**config.mk**
```make
export PLATFORM = sky130hd
export DESIGN_NAME = romboard_ctrl_flat
export DESIGN_NICKNAME = d
export VERILOG_FILES = /design/src/rtl/romboard_pkg.sv /design/src/rtl/romboard_ctrl_if.sv /design/src/rtl/romboard_sync2.sv /design/src/rtl/romboard_ctrl.sv /design/src/flat_wrapper.sv
export SDC_FILE = /design/constraint.sdc
export NUM_CORES = 1
export LEC_CHECK = 0
export BUFFER_PORTS_ARGS = -buffer_cell sky130_fd_sc_hd__buf_2
export CAP_MARGIN = 20
export CORE_ASPECT_RATIO = 1.5
export CORE_UTILIZATION = 56
export CTS_BUF_LIST = sky130_fd_sc_hd__clkbuf_4 sky130_fd_sc_hd__clkbuf_8 sky130_fd_sc_hd__clkbuf_16
export DETAILED_ROUTE_END_ITERATION = 8
export PLACE_DENSITY = 0.94
export SYNTH_ARGS = -nofsm -noshare
export SYNTH_HDL_FRONTEND = slang
export SYNTH_SLANG_ARGS = --single-unit
```
**constraint.sdc**
```tcl
create_clock -name CLK -period 3.7 [get_ports CLK]
set_clock_uncertainty 0.2 [all_clocks]
set_input_delay 0.555 -clock CLK [delete_from_list [all_inputs] [get_ports CLK]]
set_output_delay 0.555 -clock CLK [all_outputs]
set_load 0.05 [all_outputs]
```
**src/rtl/romboard_pkg.sv**
```systemverilog
// Shared types and constants for the CPC ROM board controller.
package romboard_pkg;

  typedef enum logic [1:0] {
    StIdle,
    StAccess,
    StDrive
  } state_e;

  localparam int unsigned SEL_W      = 8;
  localparam int unsigned BANK_W     = 5;
  localparam logic [4:0]  LOWER_BANK = 5'd16;
  localparam logic        IO_SEL_A13 = 1'b0;

endpackage

```
**src/rtl/romboard_ctrl_if.sv**
```systemverilog
// CPC-side bus and flash/buffer control signals of the ROM board.
interface romboard_ctrl_if;
  logic [15:0] A;
  logic [7:0]  D;
  logic        IOREQ_B;
  logic        WR_B;
  logic        ROMEN_B;
  logic        ROMDIS;
  logic        bufoe_b;
  logic        flash_oe_b;
  logic [18:0] flash_addr;

  modport master (
    output A, D, IOREQ_B, WR_B, ROMEN_B,
    input  ROMDIS, bufoe_b, flash_oe_b, flash_addr
  );

  modport slave (
    input  A, D, IOREQ_B, WR_B, ROMEN_B,
    output ROMDIS, bufoe_b, flash_oe_b, flash_addr
  );
endinterface

```
**src/rtl/romboard_sync2.sv**
```systemverilog
// Two-flop synchronizer for an active-low strobe; resets to the inactive level.
module romboard_sync2 (
  input  logic i_clk,
  input  logic i_rst,
  input  logic i_d,
  output logic o_q
);
  logic r_meta;
  logic r_sync;

  always_ff @(posedge i_clk) begin
    if (i_rst) begin
      r_meta <= 1'b1;
      r_sync <= 1'b1;
    end else begin
      r_meta <= i_d;
      r_sync <= r_meta;
    end
  end

  assign o_q = r_sync;
endmodule

```
**src/rtl/romboard_ctrl.sv**
```systemverilog
// CPC expansion ROM board controller: ROM-select latch, hit decode and flash access FSM.
module romboard_ctrl
  import romboard_pkg::*;
#(
  parameter logic [15:0] VALID_MASK = 16'h0001,
  parameter logic        LOWER_EN   = 1'b0,
  parameter int unsigned ACCESS_CYC = 3
) (
  input  logic           CLK,
  input  logic           RESET,
  romboard_ctrl_if.slave bus
);
  localparam logic [3:0] CntLoad = 4'(ACCESS_CYC - 1);

  logic w_ioreq_s;
  logic w_wr_s;
  logic w_romen_s;

  romboard_sync2 u_sync_ioreq (.i_clk(CLK), .i_rst(RESET), .i_d(bus.IOREQ_B), .o_q(w_ioreq_s));
  romboard_sync2 u_sync_wr    (.i_clk(CLK), .i_rst(RESET), .i_d(bus.WR_B),    .o_q(w_wr_s));
  romboard_sync2 u_sync_romen (.i_clk(CLK), .i_rst(RESET), .i_d(bus.ROMEN_B), .o_q(w_romen_s));

  state_e              r_state;
  logic [SEL_W-1:0]    r_sel;
  logic [BANK_W-1:0]   r_bank;
  logic [3:0]          r_cnt;
  logic                r_iow_prev;
  logic                r_armed;
  logic                r_romdis;
  logic                r_bufoe_b;
  logic                r_flash_oe_b;
  logic [18:0]         r_flash_addr;

  logic                w_iow;
  logic                w_io_sel;
  logic                w_sel_ok;
  logic                w_hit;
  logic [BANK_W-1:0]   w_bank;

  assign w_iow    = w_ioreq_s | w_wr_s;
  assign w_io_sel = r_iow_prev & ~w_iow & (bus.A[13] == IO_SEL_A13);
  assign w_sel_ok = (r_sel[SEL_W-1:4] == '0) && VALID_MASK[r_sel[3:0]];
  // r_armed records ROMEN_B high during the previous idle cycle, so a held strobe never retriggers
  assign w_hit    = ~w_romen_s & r_armed &
                    ((bus.A[14] & w_sel_ok) | (~bus.A[14] & LOWER_EN));
  assign w_bank   = bus.A[14] ? {1'b0, r_sel[3:0]} : LOWER_BANK;

  always_ff @(posedge CLK) begin
    if (RESET) begin
      r_state      <= StIdle;
      r_sel        <= '0;
      r_bank       <= '0;
      r_cnt        <= '0;
      r_iow_prev   <= 1'b1;
      r_armed      <= 1'b0;
      r_romdis     <= 1'b0;
      r_bufoe_b    <= 1'b1;
      r_flash_oe_b <= 1'b1;
      r_flash_addr <= '0;
    end else begin
      r_iow_prev <= w_iow;
      if (w_io_sel) r_sel <= bus.D;

      unique case (r_state)
        StIdle: begin
          r_armed <= w_romen_s;
          if (w_hit) begin
            r_state      <= StAccess;
            r_bank       <= w_bank;
            r_cnt        <= CntLoad;
            r_romdis     <= 1'b1;
            r_flash_oe_b <= 1'b0;
            r_flash_addr <= {w_bank, bus.A[13:0]};
          end
        end
        StAccess, StDrive: begin
          r_armed <= 1'b0;
          if (w_romen_s) begin
            r_state      <= StIdle;
            r_romdis     <= 1'b0;
            r_bufoe_b    <= 1'b1;
            r_flash_oe_b <= 1'b1;
            r_flash_addr <= '0;
          end else begin
            r_flash_addr <= {r_bank, bus.A[13:0]};
            if (r_state == StAccess) begin
              if (r_cnt == 4'd0) begin
                r_state   <= StDrive;
                r_bufoe_b <= 1'b0;
              end else begin
                r_cnt <= r_cnt - 4'd1;
              end
            end
          end
        end
        default: r_state <= StIdle;
      endcase
    end
  end

  assign bus.ROMDIS     = r_romdis;
  assign bus.bufoe_b    = r_bufoe_b;
  assign bus.flash_oe_b = r_flash_oe_b;
  assign bus.flash_addr = r_flash_addr;
endmodule
```
**src/flat_wrapper.sv**
```systemverilog
// flat-port wrapper written by rule: the top's interface ports become plain ports
module romboard_ctrl_flat import romboard_pkg::*;
#(
  parameter logic [15:0] VALID_MASK = 16'h0001,
  parameter logic        LOWER_EN   = 1'b0,
  parameter int unsigned ACCESS_CYC = 3
)
  (CLK, RESET, bus_A, bus_D, bus_IOREQ_B, bus_WR_B, bus_ROMEN_B, bus_ROMDIS, bus_bufoe_b, bus_flash_oe_b, bus_flash_addr);
  romboard_ctrl_if bus_i ();
  input  logic CLK;
  input  logic RESET;
  input wire logic [$bits(bus_i.A)-1:0] bus_A;
  input wire logic [$bits(bus_i.D)-1:0] bus_D;
  input wire logic [$bits(bus_i.IOREQ_B)-1:0] bus_IOREQ_B;
  input wire logic [$bits(bus_i.WR_B)-1:0] bus_WR_B;
  input wire logic [$bits(bus_i.ROMEN_B)-1:0] bus_ROMEN_B;
  output wire logic [$bits(bus_i.ROMDIS)-1:0] bus_ROMDIS;
  output wire logic [$bits(bus_i.bufoe_b)-1:0] bus_bufoe_b;
  output wire logic [$bits(bus_i.flash_oe_b)-1:0] bus_flash_oe_b;
  output wire logic [$bits(bus_i.flash_addr)-1:0] bus_flash_addr;
  assign bus_i.A = bus_A;
  assign bus_i.D = bus_D;
  assign bus_i.IOREQ_B = bus_IOREQ_B;
  assign bus_i.WR_B = bus_WR_B;
  assign bus_i.ROMEN_B = bus_ROMEN_B;
  assign bus_ROMDIS = bus_i.ROMDIS;
  assign bus_bufoe_b = bus_i.bufoe_b;
  assign bus_flash_oe_b = bus_i.flash_oe_b;
  assign bus_flash_addr = bus_i.flash_addr;
  romboard_ctrl #(.VALID_MASK(VALID_MASK), .LOWER_EN(LOWER_EN), .ACCESS_CYC(ACCESS_CYC)) u_core (.CLK(CLK), .RESET(RESET), .bus(bus_i));
endmodule
```
## After elaboration in Yosys (flattened, before gate mapping)

Memory sizes are Yosys's and may differ from the RTL's. A register that Yosys moved wholly into a read port is not among the register bits.
Index checks and enable logic that the tools add are counted.

- Output and inout port bits: 22
- Input port bits: 29
- Bits in read-only memories: 16
- Register bits: 49
- Word-level logic and storage cells: 78
- Bits in latches: 0
- Memories: 1
- RAM bits: 0

Memory list:

| memory | depth | bits a word | rd ports | clocked after Yosys merged registers in | write ports | RTL line | RTL |
|---|---|---|---|---|---|---|---|
| (no name shown) | 16 | 1 | 1 | 1 | 0 | romboard_ctrl.sv:42 | `assign w_sel_ok = (r_sel[SEL_W-1:4] == '0) && VALID_MASK[r_sel[3:0]];` |

- Shift operators: 0
- Eq/ne operators: 9
- Reductions and logical operators: 14
- Mux-type cells: 27
- Multiply operators: 0
- Divide/modulo/power cells: 0
- Bitwise gates (word level): 9
- Add/sub/neg operators: 1
- Magnitude comparators: 1

Operator list:

| kind | number |
|---|---|
| 19-bit two-way mux | 2 |
| 19-bit case mux with 2 select lines | 1 |
| 4-bit two-way mux | 6 |
| 3-bit AND reduction | 3 |
| 4-bit logical NOT | 2 |
| 1-bit two-way mux | 8 |
| 2-bit two-way mux | 4 |
| 4-bit case mux with 2 select lines | 1 |
| 2-bit != test, second input constant | 3 |
| 3-bit by 2-bit != test with 1-bit output, second input constant | 2 |
| 1-bit case mux with 2 select lines | 3 |
| 2-bit nonzero test | 3 |
| 1-bit AND | 5 |
| 4-bit by 5-bit less-than comparator with 1-bit output, second input constant | 1 |
| 5-bit two-way mux | 1 |
| 5-bit AND reduction | 1 |
| 2-bit by 1-bit != test with 1-bit output, second input constant | 2 |
| 2-bit case mux with 2 select lines | 1 |
| 2-bit AND reduction | 2 |
| 4-bit by 1-bit subtractor with 4-bit output, second input constant | 1 |
| 1-bit NOT | 3 |
| 2-bit by 1-bit equality test with 1-bit output, second input constant | 1 |
| 2-bit equality test, second input constant | 1 |
| 2-bit logical NOT | 1 |
| 3 further kinds | 3 |

## Longest topological paths before layout

Gate-level depths: netlist of run 1.

- Depth in word-level cells: 7
- Depth in mapped cells: 8
- Depth with buffers taken out: 6

## By module

From an unflattened synthesis of run 1, not the netlist that was laid out.

- Cell total of the unflattened synthesis: 246
- Area, all modules: 2,102.0 um^2

By module, submodules not included:

| module | area each (um^2) | instances | cells each | seq. area each (um^2) |
|---|---|---|---|---|
| romboard_ctrl | 1,944.4 | 1 | 234 | 880.8 |
| romboard_sync2 | 52.6 | 3 | 4 | 40.0 |

## Worst setup path before layout of run 1

No wires, ideal clock.

- Kind: register to register
- Start: register u_core.r_state[0]
- End: register u_core.r_cnt[2]
- Arrival time: 1,953 ps
- Period minus slack after synthesis: 2,227 ps
- Slack: 1,473 ps
- Buffers on the path: 1
- Library setup time: 74 ps
- Stages on the path, launching flop included: 7
- Required time: 3,426 ps
- Cell sequence: dfxtp_1 inv_1 ha_1 clkbuf_1 a221o_1 or4_1 a31oi_1

- Longest elaborated chain between the ends: 4

RTL lines:

| what | RTL line | RTL |
|---|---|---|
| start, declared | romboard_ctrl.sv:23 | `state_e r_state;` |
| start signal, assigned | romboard_ctrl.sv:50 | `r_state <= StIdle;` |
| start signal, assigned | romboard_ctrl.sv:68 | `r_state <= StAccess;` |
| start signal, assigned | romboard_ctrl.sv:79 | `r_state <= StIdle;` |
| 2-bit equality test / 2-bit by 1-bit equality test with 1-bit output (equally long branches) | romboard_ctrl.sv:64, romboard_ctrl.sv:86 |  |
| 2-bit OR reduction | romboard_ctrl.sv:64 | `unique case (r_state)` |
| 2-bit by 1-bit != test with 1-bit output (no line) (tied with other cells) | -- |  |
| 5-bit AND reduction (no line) | -- |  |
| end signal, assigned | romboard_ctrl.sv:70 | `r_cnt <= CntLoad;` |
| end signal, assigned | romboard_ctrl.sv:91 | `r_cnt <= r_cnt - 4'd1;` |
| end, declared | romboard_ctrl.sv:26 | `logic [3:0] r_cnt;` |

Parallel ways exist; a longest one is shown, timed or not.
A chain may end at the register's enable or synchronous reset.

## Worst setup path in the final report of run 1

Same ends and word-level chain as after synthesis.

==> results of run 1 <==
flip-flops by register name, indices dropped and copies added, names as in the netlist, 2 cells and up, named ones only:
register and flops:
u_core.bus.flash_addr 19, u_core.r_bank 5, u_core.r_cnt 4, u_core.r_sel 8
u_core.r_state 2
layer usage:
metal | vias to the layer above | routed length, µm
met1 | 817 | 1680
met3 | 16 | 142
li1 | 826 | -
met2 | 45 | 2410
met5 | - | 0
met4 | 0 | 141
cell type report:
type                       instances  share of cell area (%)
sequential                        50                    41.2
multi-input combinational        136                    39.0
timing repair buffer              51                    10.7
clock buffer                       6                    3.40
clock inverter                     2                    2.47
tap                               42                    2.16
inverter                           7                    1.08
where the power goes:
group	switching (mW)	internal, mW
combinational	0.135	0.0617
sequential	0.0152	0.562
clock	0.175	0.288
total	0.326	0.912
cell usage after synthesis:
| cell | instances |
|---|---|
| dfxtp_1 | 50 |
| nand2_1 | 19 |
| a22o_1 | 17 |
| a21oi_1 | 16 |
| nor2_1 | 14 |
| mux2i_1 | 8 |
| ha_1 | 7 |
| inv_1 | 7 |
| o21ai_0 | 7 |
| clkbuf_1 | 6 |
| or2_2 | 6 |
| and2_1 | 3 |
| buf_2 | 3 |
| nand3b_1 | 3 |
| nor4_1 | 3 |
| a221o_1 | 2 |
| nand2b_1 | 2 |
| nand4_1 | 2 |
| nor3_1 | 2 |
| nor4b_1 | 2 |
| nor4bb_1 | 2 |
| o31a_1 | 2 |
| or3_1 | 2 |
| a2111oi_4 | 1 |
| a221oi_1 | 1 |
| a311oi_1 | 1 |
| a31oi_1 | 1 |
| and3_1 | 1 |
| and3b_1 | 1 |
| buf_1 | 1 |
| nand3_1 | 1 |
| nand4b_1 | 1 |
| nand4bb_1 | 1 |
| nor2b_1 | 1 |
| nor3b_1 | 1 |
| o2bb2ai_1 | 1 |
| o31ai_1 | 1 |
| o31ai_4 | 1 |
| or4_1 | 1 |
| or4b_2 | 1 |
| or4b_4 | 1 |
critical path, stage by stage, from the launching register on:
cell	delay, ns
dfxtp_1	0.38
inv_1	0.10
ha_1	0.71
nand2b_1	0.22
o31a_1	0.22
or4_1	0.51
a31oi_1	0.17
metrics by stage:
| step | hold WS [ns] | worst slack (ns) | utilization, % | cell area (µm²) | power, mW |
|---|---|---|---|---|---|
| after floorplan | 0.189 | 1.47 | - | 2020 | 0.732 |
| after global placement | 0.191 | 1.19 | 67.0 | 2290 | 0.776 |
| after detailed placement | 0.193 | 1.05 | 67.0 | 2290 | 0.784 |
| after CTS | 0.214 | 1.12 | 71.2 | 2430 | 1.24 |
| after global routing | 0.218 | 0.882 | 71.2 | 2430 | 1.28 |
| final | 0.213 | 1.12 | 71.2 | 2430 | 1.24 |
worst min path at each step:
stage                                               start                                    end  slack (ns)  cells after the start
floorplan           u_core.u_sync_ioreq.r_meta$_SDFF_PP1_     u_core.u_sync_ioreq.o_q$_SDFF_PP1_        0.19                      1
global placement    u_core.u_sync_ioreq.r_meta$_SDFF_PP1_     u_core.u_sync_ioreq.o_q$_SDFF_PP1_        0.19                      1
detailed placement  u_core.u_sync_romen.r_meta$_SDFF_PP1_     u_core.u_sync_romen.o_q$_SDFF_PP1_        0.19                      1
CTS                 u_core.u_sync_romen.r_meta$_SDFF_PP1_     u_core.u_sync_romen.o_q$_SDFF_PP1_        0.21                      1
global route                                  bus_IOREQ_B  u_core.u_sync_ioreq.r_meta$_SDFF_PP1_        0.22                      2
finish              u_core.u_sync_romen.r_meta$_SDFF_PP1_     u_core.u_sync_romen.o_q$_SDFF_PP1_        0.21                      1
kinds of logic after synthesis:
group / after synthesis / synth area share (%)
and+or+nand+nor: 70 / 19.4
AOI/OAI and AO/OA: 51 / 19.3
DFF: 50 / 49.6
buffers and inverters: 17 / 3.35
muxes: 8 / 3.97
adders and majority gates: 7 / 4.34
layout by cell type, fill, tap and decap left out, types with 2 or more instances in the layout:
cell type	count
dfxtp_1	50
buf_2	49
nand2_1	19
a22o_1	17
a21oi_1	16
nor2_1	14
mux2i_1	8
inv_1	7
o21ai_0	7
ha_1	7
or2_2	6
clkbuf_8	6
and2_1	3
nand3b_1	3
nor4_1	3
nor4bb_1	2
nor4b_1	2
nand2b_1	2
nor3_1	2
o31a_1	2
a221o_1	2
or3_1	2
nand4_1	2
bufinv_16	2
buf_4	2
==> results.sh, run 1 <==
export IMPL_status="complete, no violations"
export IMPL_gr_total_overflow=0
export IMPL_multi_input_area_um2=950
export IMPL_syn_nets=239
export IMPL_rows=26
export IMPL_cts_tree="yes"
export IMPL_vias=1704
export IMPL_rrSetupSlack_ns=1.12
export IMPL_dieHeight_um=75.5
export IMPL_ff2ff_path_depth=6
export IMPL_grt_pass1_wl_um=6890
export IMPL_initialDrtViolationCount=41
export IMPL_htree_levels=2
export IMPL_fmax_mhz=388
export IMPL_rsz0062_at_grt="no"
export IMPL_grt_max_degree=39
export IMPL_place_gp_congestion=0.822
export IMPL_layout_min_cycle_time_ns=2.58
export IMPL_yosys_register_bits=50
export IMPL_root_buffer="clkbuf_8"
export IMPL_use_met1_pct=25.2
export IMPL_r2r_start="u_core.r_state[0]$_SDFFE_PP0P_"
export IMPL_viasPerCell=5.80
export IMPL_hpwl_um=2990
export IMPL_grt_busiest_layer="met2"
export IMPL_start_kind="register"
export IMPL_cap_violations=0
export IMPL_grt_usage_pct=23.9
export IMPL_dp_cells=286
export IMPL_drive_gt1_share_pct=27.4
export IMPL_synth_top_area_share_pct=49.6
export IMPL_cp_max_fo=20
export IMPL_drc=0
export IMPL_grt_use_met3_pct=4.99
export IMPL_die_width_um=51.0
export IMPL_die_area_mm2=0.00385
export IMPL_setup_viol=0
export IMPL_cts_buffers=5
export IMPL_use_met2_pct=43.7
export IMPL_synth_area_per_cell_um2=9.94
export IMPL_period_share_pct=69.6
export IMPL_first_global_vias=1617
export IMPL_wl_um=4380
export IMPL_synth_cell_type_count=41
export IMPL_stdcell_count=294
export IMPL_crit_type="reg2reg"
export IMPL_power_density_mw_per_mm2=509
export IMPL_initial_core_util_pct=59.1
export IMPL_dr_pass1_iters=4
export IMPL_ioPinCount=51
export IMPL_cts_setup_buffers=0
export IMPL_endpoint="u_core.r_cnt[2]$_SDFFE_PP0P_"
export IMPL_areaGrowthSynthToFinish_pct=20.5
export IMPL_tightest_slew_ns=0.824
export IMPL_numPortBuffers=49
export IMPL_crit_required_ns=3.74
export IMPL_synth_largest_area_cell="dfxtp_1"
export IMPL_vdd_drop_max_uv=339
export IMPL_antenna_found_initial=0
export IMPL_seq_area_frac_synth_pct=49.6
export IMPL_hold_viol=0
export IMPL_clock_sinks=50
export IMPL_clk_latency_ns=0.31
export IMPL_slew_headroom_pct=44.3
export IMPL_cts_hold_buf=0
export IMPL_synthCells=203
export IMPL_cts_max_path_buffers=2
export IMPL_synth_area_leaders="dfxtp_1, a22o_1, ha_1"
export IMPL_hp_class="reg2reg"
export IMPL_wire_per_inst_um=14.9
export IMPL_end_kind="register"
export IMPL_nFillCells=262
export IMPL_arrival_ns=2.61
export IMPL_core_area_mm2=0.00342
export IMPL_layout_nets=287
export IMPL_antenna_cells=0
export IMPL_r2r_end="u_core.r_cnt[2]$_SDFFE_PP0P_"
export IMPL_ant_nets=0
export IMPL_seq_area_mm2=0.00100
export IMPL_setup_worst_path_start="u_core.r_state[0]$_SDFFE_PP0P_"
export IMPL_synthesis_area_mm2=0.00202
export IMPL_drv_slew=0
export IMPL_fin_tns_setup_ns=0
export IMPL_path_clk_slew_ns=0.09
export IMPL_leakage_nw=1.02
export IMPL_synth_warning_count=0
export IMPL_ctsResizeCount=0
Power figures use the tool's default switching activity.
==> run 2: changes to the inputs <==
--- a/config.mk
+++ b/config.mk
@@ -5,13 +5,14 @@
 export SDC_FILE = /design/constraint.sdc
 export NUM_CORES = 1
 export LEC_CHECK = 0
+export ABC_AREA = 1
 export BUFFER_PORTS_ARGS = -buffer_cell sky130_fd_sc_hd__buf_2
 export CAP_MARGIN = 20
 export CORE_ASPECT_RATIO = 1.5
-export CORE_UTILIZATION = 56
+export CORE_UTILIZATION = 48
 export CTS_BUF_LIST = sky130_fd_sc_hd__clkbuf_4 sky130_fd_sc_hd__clkbuf_8 sky130_fd_sc_hd__clkbuf_16
 export DETAILED_ROUTE_END_ITERATION = 8
-export PLACE_DENSITY = 0.94
+export PLACE_DENSITY = 0.85
 export SYNTH_ARGS = -nofsm -noshare
 export SYNTH_HDL_FRONTEND = slang
 export SYNTH_SLANG_ARGS = --single-unit
==> constraint.sdc (replaced) <==
create_clock -name CLK -period 2.24 [get_ports CLK]
set_clock_uncertainty 0.2 [all_clocks]
set_input_delay 0.336 -clock CLK [delete_from_list [all_inputs] [get_ports CLK]]
set_output_delay 0.336 -clock CLK [all_outputs]
set_load 0.05 [all_outputs]
==> results.sh, run 2 <==
export IMPL_cts_tree="yes"
export IMPL_drive_gt1_share_pct=25.6
export IMPL_violations="design-rule violations"
export IMPL_synth_largest_area_cell="dfxtp_1"
export IMPL_grt_busiest_layer="met2"
export IMPL_synth_warning_count=0
export IMPL_pwr_share_comb_pct=51.1
export IMPL_vdd_drop_max_uv=796
export IMPL_ioPinCount=51
export IMPL_antenna_cells=0
export IMPL_dp_cells=391
export IMPL_layout_commonest_cell="nand2_1"
export IMPL_syn_nets=335
export IMPL_layout_min_cycle_time_ns=2.03
export IMPL_slew_headroom_pct=67.8
export IMPL_areaGrowthSynthToFinish_pct=17.0
export IMPL_placed_area_mm2=0.00251
export IMPL_start_kind="register"
export IMPL_hp_class="in2reg"
export IMPL_crit_type="reg2reg"
export IMPL_path_clk_slew_ns=0.09
export IMPL_fin_area_mm2=0.00261
export IMPL_final_cell_mix="nand2_1, dfxtp_1, buf_2"
export IMPL_initialDrtViolationCount=39
export IMPL_ctsResizeCount=0
export IMPL_tightest_slew_ns=0.482
export IMPL_synth_cell_type_count=25
export IMPL_synth_area_per_cell_um2=7.47
export IMPL_numPortBuffers=49
export IMPL_synth_common_cells="nand2_1, dfxtp_1, inv_1"
export IMPL_rows=30
export IMPL_core_area_mm2=0.00450
export IMPL_power_density_mw_per_mm2=1350
export IMPL_synthCells=299
export IMPL_arrival_ns=2.03
export IMPL_synth_edf_count=0
export IMPL_min_path_cells=2
export IMPL_cap_violations=0
export IMPL_hpwl_um=3270
export IMPL_cts_setup_buffers=0
export IMPL_end_kind="register"
export IMPL_synth_area_leaders="dfxtp_1, nand2_1, inv_1"
export IMPL_first_global_vias=1908
export IMPL_seq_power_share_pct=33.7
export IMPL_place_gp_congestion=0.830
export IMPL_dieHeight_um=85.5
export IMPL_place_worst_setup_slack_ns=0.237
export IMPL_die_width_um=57.7
export IMPL_crit_required_ns=2.24
export IMPL_grt_use_met3_pct=4.68
export IMPL_rsz0062_at_grt="no"
export IMPL_stdcell_count=400
export IMPL_p_int_mw=1.84
export IMPL_vias=1974
export IMPL_synth_top_area_share_pct=44.8
export IMPL_htree_levels=2
export IMPL_clock_sinks=50
export IMPL_fmax_mhz=492
export IMPL_setup_viol=0
export IMPL_synthFlopType="dfxtp_1"
export IMPL_leakage_nw=1.32
export IMPL_wire_per_inst_um=11.1
export IMPL_drc=2
export IMPL_status="complete, but fails checks"
export IMPL_layout_nets=387
export IMPL_viasPerCell=4.94
export IMPL_ff2ff_path_depth=10
export IMPL_hold_viol=0
export IMPL_cts_buffers=5
export IMPL_gr_total_overflow=0
export IMPL_die_area_mm2=0.00494
export IMPL_drv_slew=0
export IMPL_synthesis_area_mm2=0.00223
export IMPL_yosys_register_bits=50
export IMPL_initial_core_util_pct=49.6
export IMPL_grt_max_degree=18
export IMPL_yosysMostFrequentCell="nand2_1"
export IMPL_root_buffer="clkbuf_8"
export IMPL_cts_max_path_buffers=2
export IMPL_cp_max_fo=11
export IMPL_use_met1_pct=21.0
export IMPL_largest_register_ffs=19
export IMPL_use_met2_pct=34.6
export IMPL_p_sw_mw=1.68
export IMPL_antenna_found_initial=0
export IMPL_clkPwrFrac_pct=15.3
export IMPL_dr_pass1_iters=6
export IMPL_switching_share_pct=47.7
export IMPL_seq_area_frac_synth_pct=44.8
export IMPL_timing_final_ws_setup_ns=0.208
export IMPL_wl_um=4440
export IMPL_ant_nets=0
export IMPL_fin_tns_setup_ns=0
export IMPL_grt_usage_pct=19.5
export IMPL_clk_latency_ns=0.30
export IMPL_period_share_pct=90.7
export IMPL_ys_async_sr_fraction_pct=0
export IMPL_grt_pass1_wl_um=7610
export IMPL_cts_hold_buf=0
-- run 2: cell types whose count changed after synthesis, moves of 8 or more --
cell / previous run / this run
mux2i_1: 8 / 0
o21ai_1: 0 / 13
nor2_1: 14 / 33
inv_1: 7 / 46
a22o_1: 17 / 0
nand3_1: 1 / 9
nand2_1: 19 / 66
-- run 2: final cells by class --
class | count | area (µm²)
clock buffer | 6 | 82.6
clock inverter | 2 | 12.5
fill | 399 | 1890
inverter | 51 | 191
multi-input combinational | 189 | 980
sequential | 50 | 1000
tap | 48 | 60.1
timing repair buffer | 54 | 285
-- run 2: critical path: stages (launching register included) --
cell	delay (ns)
dfxtp_1	0.38
inv_1	0.10
ha_1	0.47
nand2_1	0.12
inv_1	0.16
nor2_1	0.06
buf_4	0.18
inv_1	0.06
nand2_1	0.06
nand2_1	0.08
inv_1	0.05
-- run 2: path summary, 6_finish.rpt --
path                                                    startpoint                               endpoint  slack, ns
worst min-delay path                                   bus_ROMEN_B  u_core.u_sync_romen.r_meta$_SDFF_PP1_       0.02
worst max-delay path                u_core.r_state[1]$_SDFFE_PP0P_         u_core.bus.ROMDIS$_SDFFE_PP0P_       0.21
worst min register to register  u_core.u_sync_wr.r_meta$_SDFF_PP1_        u_core.u_sync_wr.o_q$_SDFF_PP1_       0.22
worst max register to register      u_core.r_state[1]$_SDFFE_PP0P_         u_core.bus.ROMDIS$_SDFFE_PP0P_       0.21
-- run 2: cells by family (layout without fill, tap and decap cells) --
family          count (synthesis)  in the layout  synth area share, %
fa+ha+maj                       7              7                 3.92
buf+inv                        60            113                 11.3
compound gates                 43             43                 10.3
flops                          50             50                 44.8
simple gates                  139            139                 29.6
-- run 2: metrics by stage --
step | utilization, % | hold slack (ns) | power, mW
after global placement | 55.7 | 0.193 | 2.93
after detailed placement | 55.7 | 0.195 | 2.99
final | 58.0 | 0.0167 | 3.51
after floorplan | - | 0.189 | 2.62
after global routing | 58.0 | 0.00288 | 3.79
after CTS | 57.8 | 0.00452 | 3.53
-- run 2: power groups by stage --
| stage | clock (mW) | sequential (mW) | combinational [mW] |
|---|---|---|---|
| 6_report | 0.537 | 1.18 | 1.79 |
| 5_1_grt | 0.588 | 1.21 | 2.00 |
| 4_1_cts | 0.542 | 1.18 | 1.80 |
| 3_5_place_dp | 0 | 1.20 | 1.79 |
| 3_3_place_gp | 0 | 1.19 | 1.74 |
| 2_1_floorplan | 0 | 1.59 | 1.04 |
-- run 2: metal layers --
| metal | part of all wire (%) | wire length, µm |
|---|---|---|
| met5 | 0 | 0 |
| met4 | 1.6 | 72 |
| met3 | 3.4 | 151 |
| met2 | 54 | 2390 |
| met1 | 41 | 1820 |
==> run 3: changes to the inputs <==
--- a/config.mk
+++ b/config.mk
@@ -5,11 +5,10 @@
 export SDC_FILE = /design/constraint.sdc
 export NUM_CORES = 1
 export LEC_CHECK = 0
-export ABC_AREA = 1
 export BUFFER_PORTS_ARGS = -buffer_cell sky130_fd_sc_hd__buf_2
 export CAP_MARGIN = 20
 export CORE_ASPECT_RATIO = 1.5
-export CORE_UTILIZATION = 48
+export CORE_UTILIZATION = 47
 export CTS_BUF_LIST = sky130_fd_sc_hd__clkbuf_4 sky130_fd_sc_hd__clkbuf_8 sky130_fd_sc_hd__clkbuf_16
 export DETAILED_ROUTE_END_ITERATION = 8
 export PLACE_DENSITY = 0.85
==> results.sh, run 3 (synthesized netlist as in run 1, its figures left out) <==
export IMPL_crit_slowest_cell="or4b_4"
export IMPL_place_gp_congestion=0.832
export IMPL_cts_hold_buf=0
export IMPL_end_kind="register"
export IMPL_ant_nets=0
export IMPL_grt_max_degree=24
export IMPL_crit_required_ns=2.27
export IMPL_ioPinCount=51
export IMPL_crit_type="reg2reg"
export IMPL_htree_levels=2
export IMPL_cts_tree="yes"
export IMPL_multi_input_area_um2=967
export IMPL_hold_ws_ns=0.0123
export IMPL_setup_viol=0
export IMPL_period_share_pct=94.0
export IMPL_critPathMaxStageDelay_ns=0.56
export IMPL_nFillCells=337
export IMPL_cap_violations=0
export IMPL_grt_pass1_wl_um=6670
export IMPL_dr_pass1_iters=4
export IMPL_seq_area_mm2=0.00100
export IMPL_cts_max_path_buffers=2
export IMPL_vias=1680
export IMPL_cpLargestDelayFamily="simple AND/OR/NAND/NOR gates"
export IMPL_drive_gt1_share_pct=31.4
export IMPL_status="complete, no violations"
export IMPL_layout_min_cycle_time_ns=2.11
export IMPL_numPortBuffers=49
export IMPL_hp_class="in2reg"
export IMPL_rsz0062_at_grt="no"
export IMPL_power_density_mw_per_mm2=741
export IMPL_viasPerCell=5.49
export IMPL_slew_headroom_pct=63.8
export IMPL_core_area_mm2=0.00403
export IMPL_leakage_nw=1.04
export IMPL_dieHeight_um=82.3
export IMPL_die_area_mm2=0.00457
export IMPL_clk_latency_ns=0.30
export IMPL_largest_register_ffs=19
export IMPL_layout_nets=296
export IMPL_cts_buffers=5
export IMPL_hold_viol=0
export IMPL_path_clk_slew_ns=0.08
export IMPL_hpwl_um=3100
export IMPL_die_width_um=55.5
export IMPL_arrival_ns=2.14
export IMPL_layout_commonest_cell="dfxtp_1"
export IMPL_vdd_drop_max_uv=746
export IMPL_start_kind="register"
export IMPL_gr_total_overflow=0
export IMPL_finalPower_mw=1.83
export IMPL_areaGrowthSynthToFinish_pct=22.3
export IMPL_drv_slew=0
export IMPL_fmax_mhz=475
export IMPL_tightest_slew_ns=0.542
export IMPL_drc=0
export IMPL_cp_max_fo=4
export IMPL_grt_usage_pct=18.6
export IMPL_path_cells="or4b_4 -> o31a_1 -> or4_1 -> a31oi_1"
export IMPL_initialDrtViolationCount=37
export IMPL_cts_setup_buffers=0
export IMPL_final_cell_mix="dfxtp_1, buf_2, nand2_1"
export IMPL_antenna_cells=0
export IMPL_initial_core_util_pct=50.1
export IMPL_path_buf_inv=0
export IMPL_root_buffer="clkbuf_8"
export IMPL_wire_per_inst_um=13.5
export IMPL_first_global_vias=1544
export IMPL_antenna_found_initial=0
export IMPL_rows=28
export IMPL_clock_sinks=50
export IMPL_wl_um=4140
[run 3: metal layers]
layer	up-vias	GRT usage [%]	share of wire (%)
li1	845	-	-
met1	785	20.1	41
met2	43	35.2	54
met3	7	3.27	3.1
met4	0	9.25	2.2
met5	-	0	0
[run 3: worst paths after layout]
check	startpoint	to	slack (ns)	depth (start not counted)
setup / recovery	u_core.r_sel[7]$_SDFFE_PP0N_	u_core.r_cnt[2]$_SDFFE_PP0P_	0.13	4
hold / removal	bus_WR_B	u_core.u_sync_wr.r_meta$_SDFF_PP1_	0.01	2
setup reg to reg	u_core.r_sel[7]$_SDFFE_PP0N_	u_core.r_cnt[2]$_SDFFE_PP0P_	0.13	4
hold reg to reg	u_core.u_sync_romen.r_meta$_SDFF_PP1_	u_core.u_sync_romen.o_q$_SDFF_PP1_	0.21	1
[run 3: timing repair]
action                     in CTS  in global routing
setup endpoints to repair      14                 11
resized for setup               1                  3
pin swaps                       0                  0
[run 3: worst reg2reg max path, cell delays in order, from the launching register on]
cell     delay (ns)
dfxtp_1        0.34
or4b_4         0.56
o31a_1         0.28
or4_1          0.51
a31oi_1        0.16
[run 3: report_power, final]
part	internal (mW)	switching [mW]	total, mW
registers	0.928	0.0223	0.950
clock network	0.233	0.290	0.523
logic	0.128	0.229	0.357
total	1.29	0.541	1.83
[run 3: through the flow]
stage | instances | worst slack (ns) | util, % | area [µm²] | TNS, ns
after CTS | 306 | 0.0463 | 60.9 | 2450 | 0
final | 306 | 0.134 | 61.3 | 2470 | 0
after global placement | 298 | 0.00704 | 58.6 | 2360 | 0
after floorplan | 203 | 0.0129 | - | 2020 | 0
after detailed placement | 298 | -0.0645 | 58.6 | 2360 | -0.694
after global routing | 306 | 0.0173 | 61.3 | 2470 | 0
[run 3: layout make-up]
cell class                 count  share of cell area [%]
inverter                       7                    1.06
clock buffer                   6                    3.09
sequential                    50                    40.5
multi-input combinational    136                    39.2
timing repair buffer          60                    13.3
tap                           45                    2.28
clock inverter                 2                   0.558
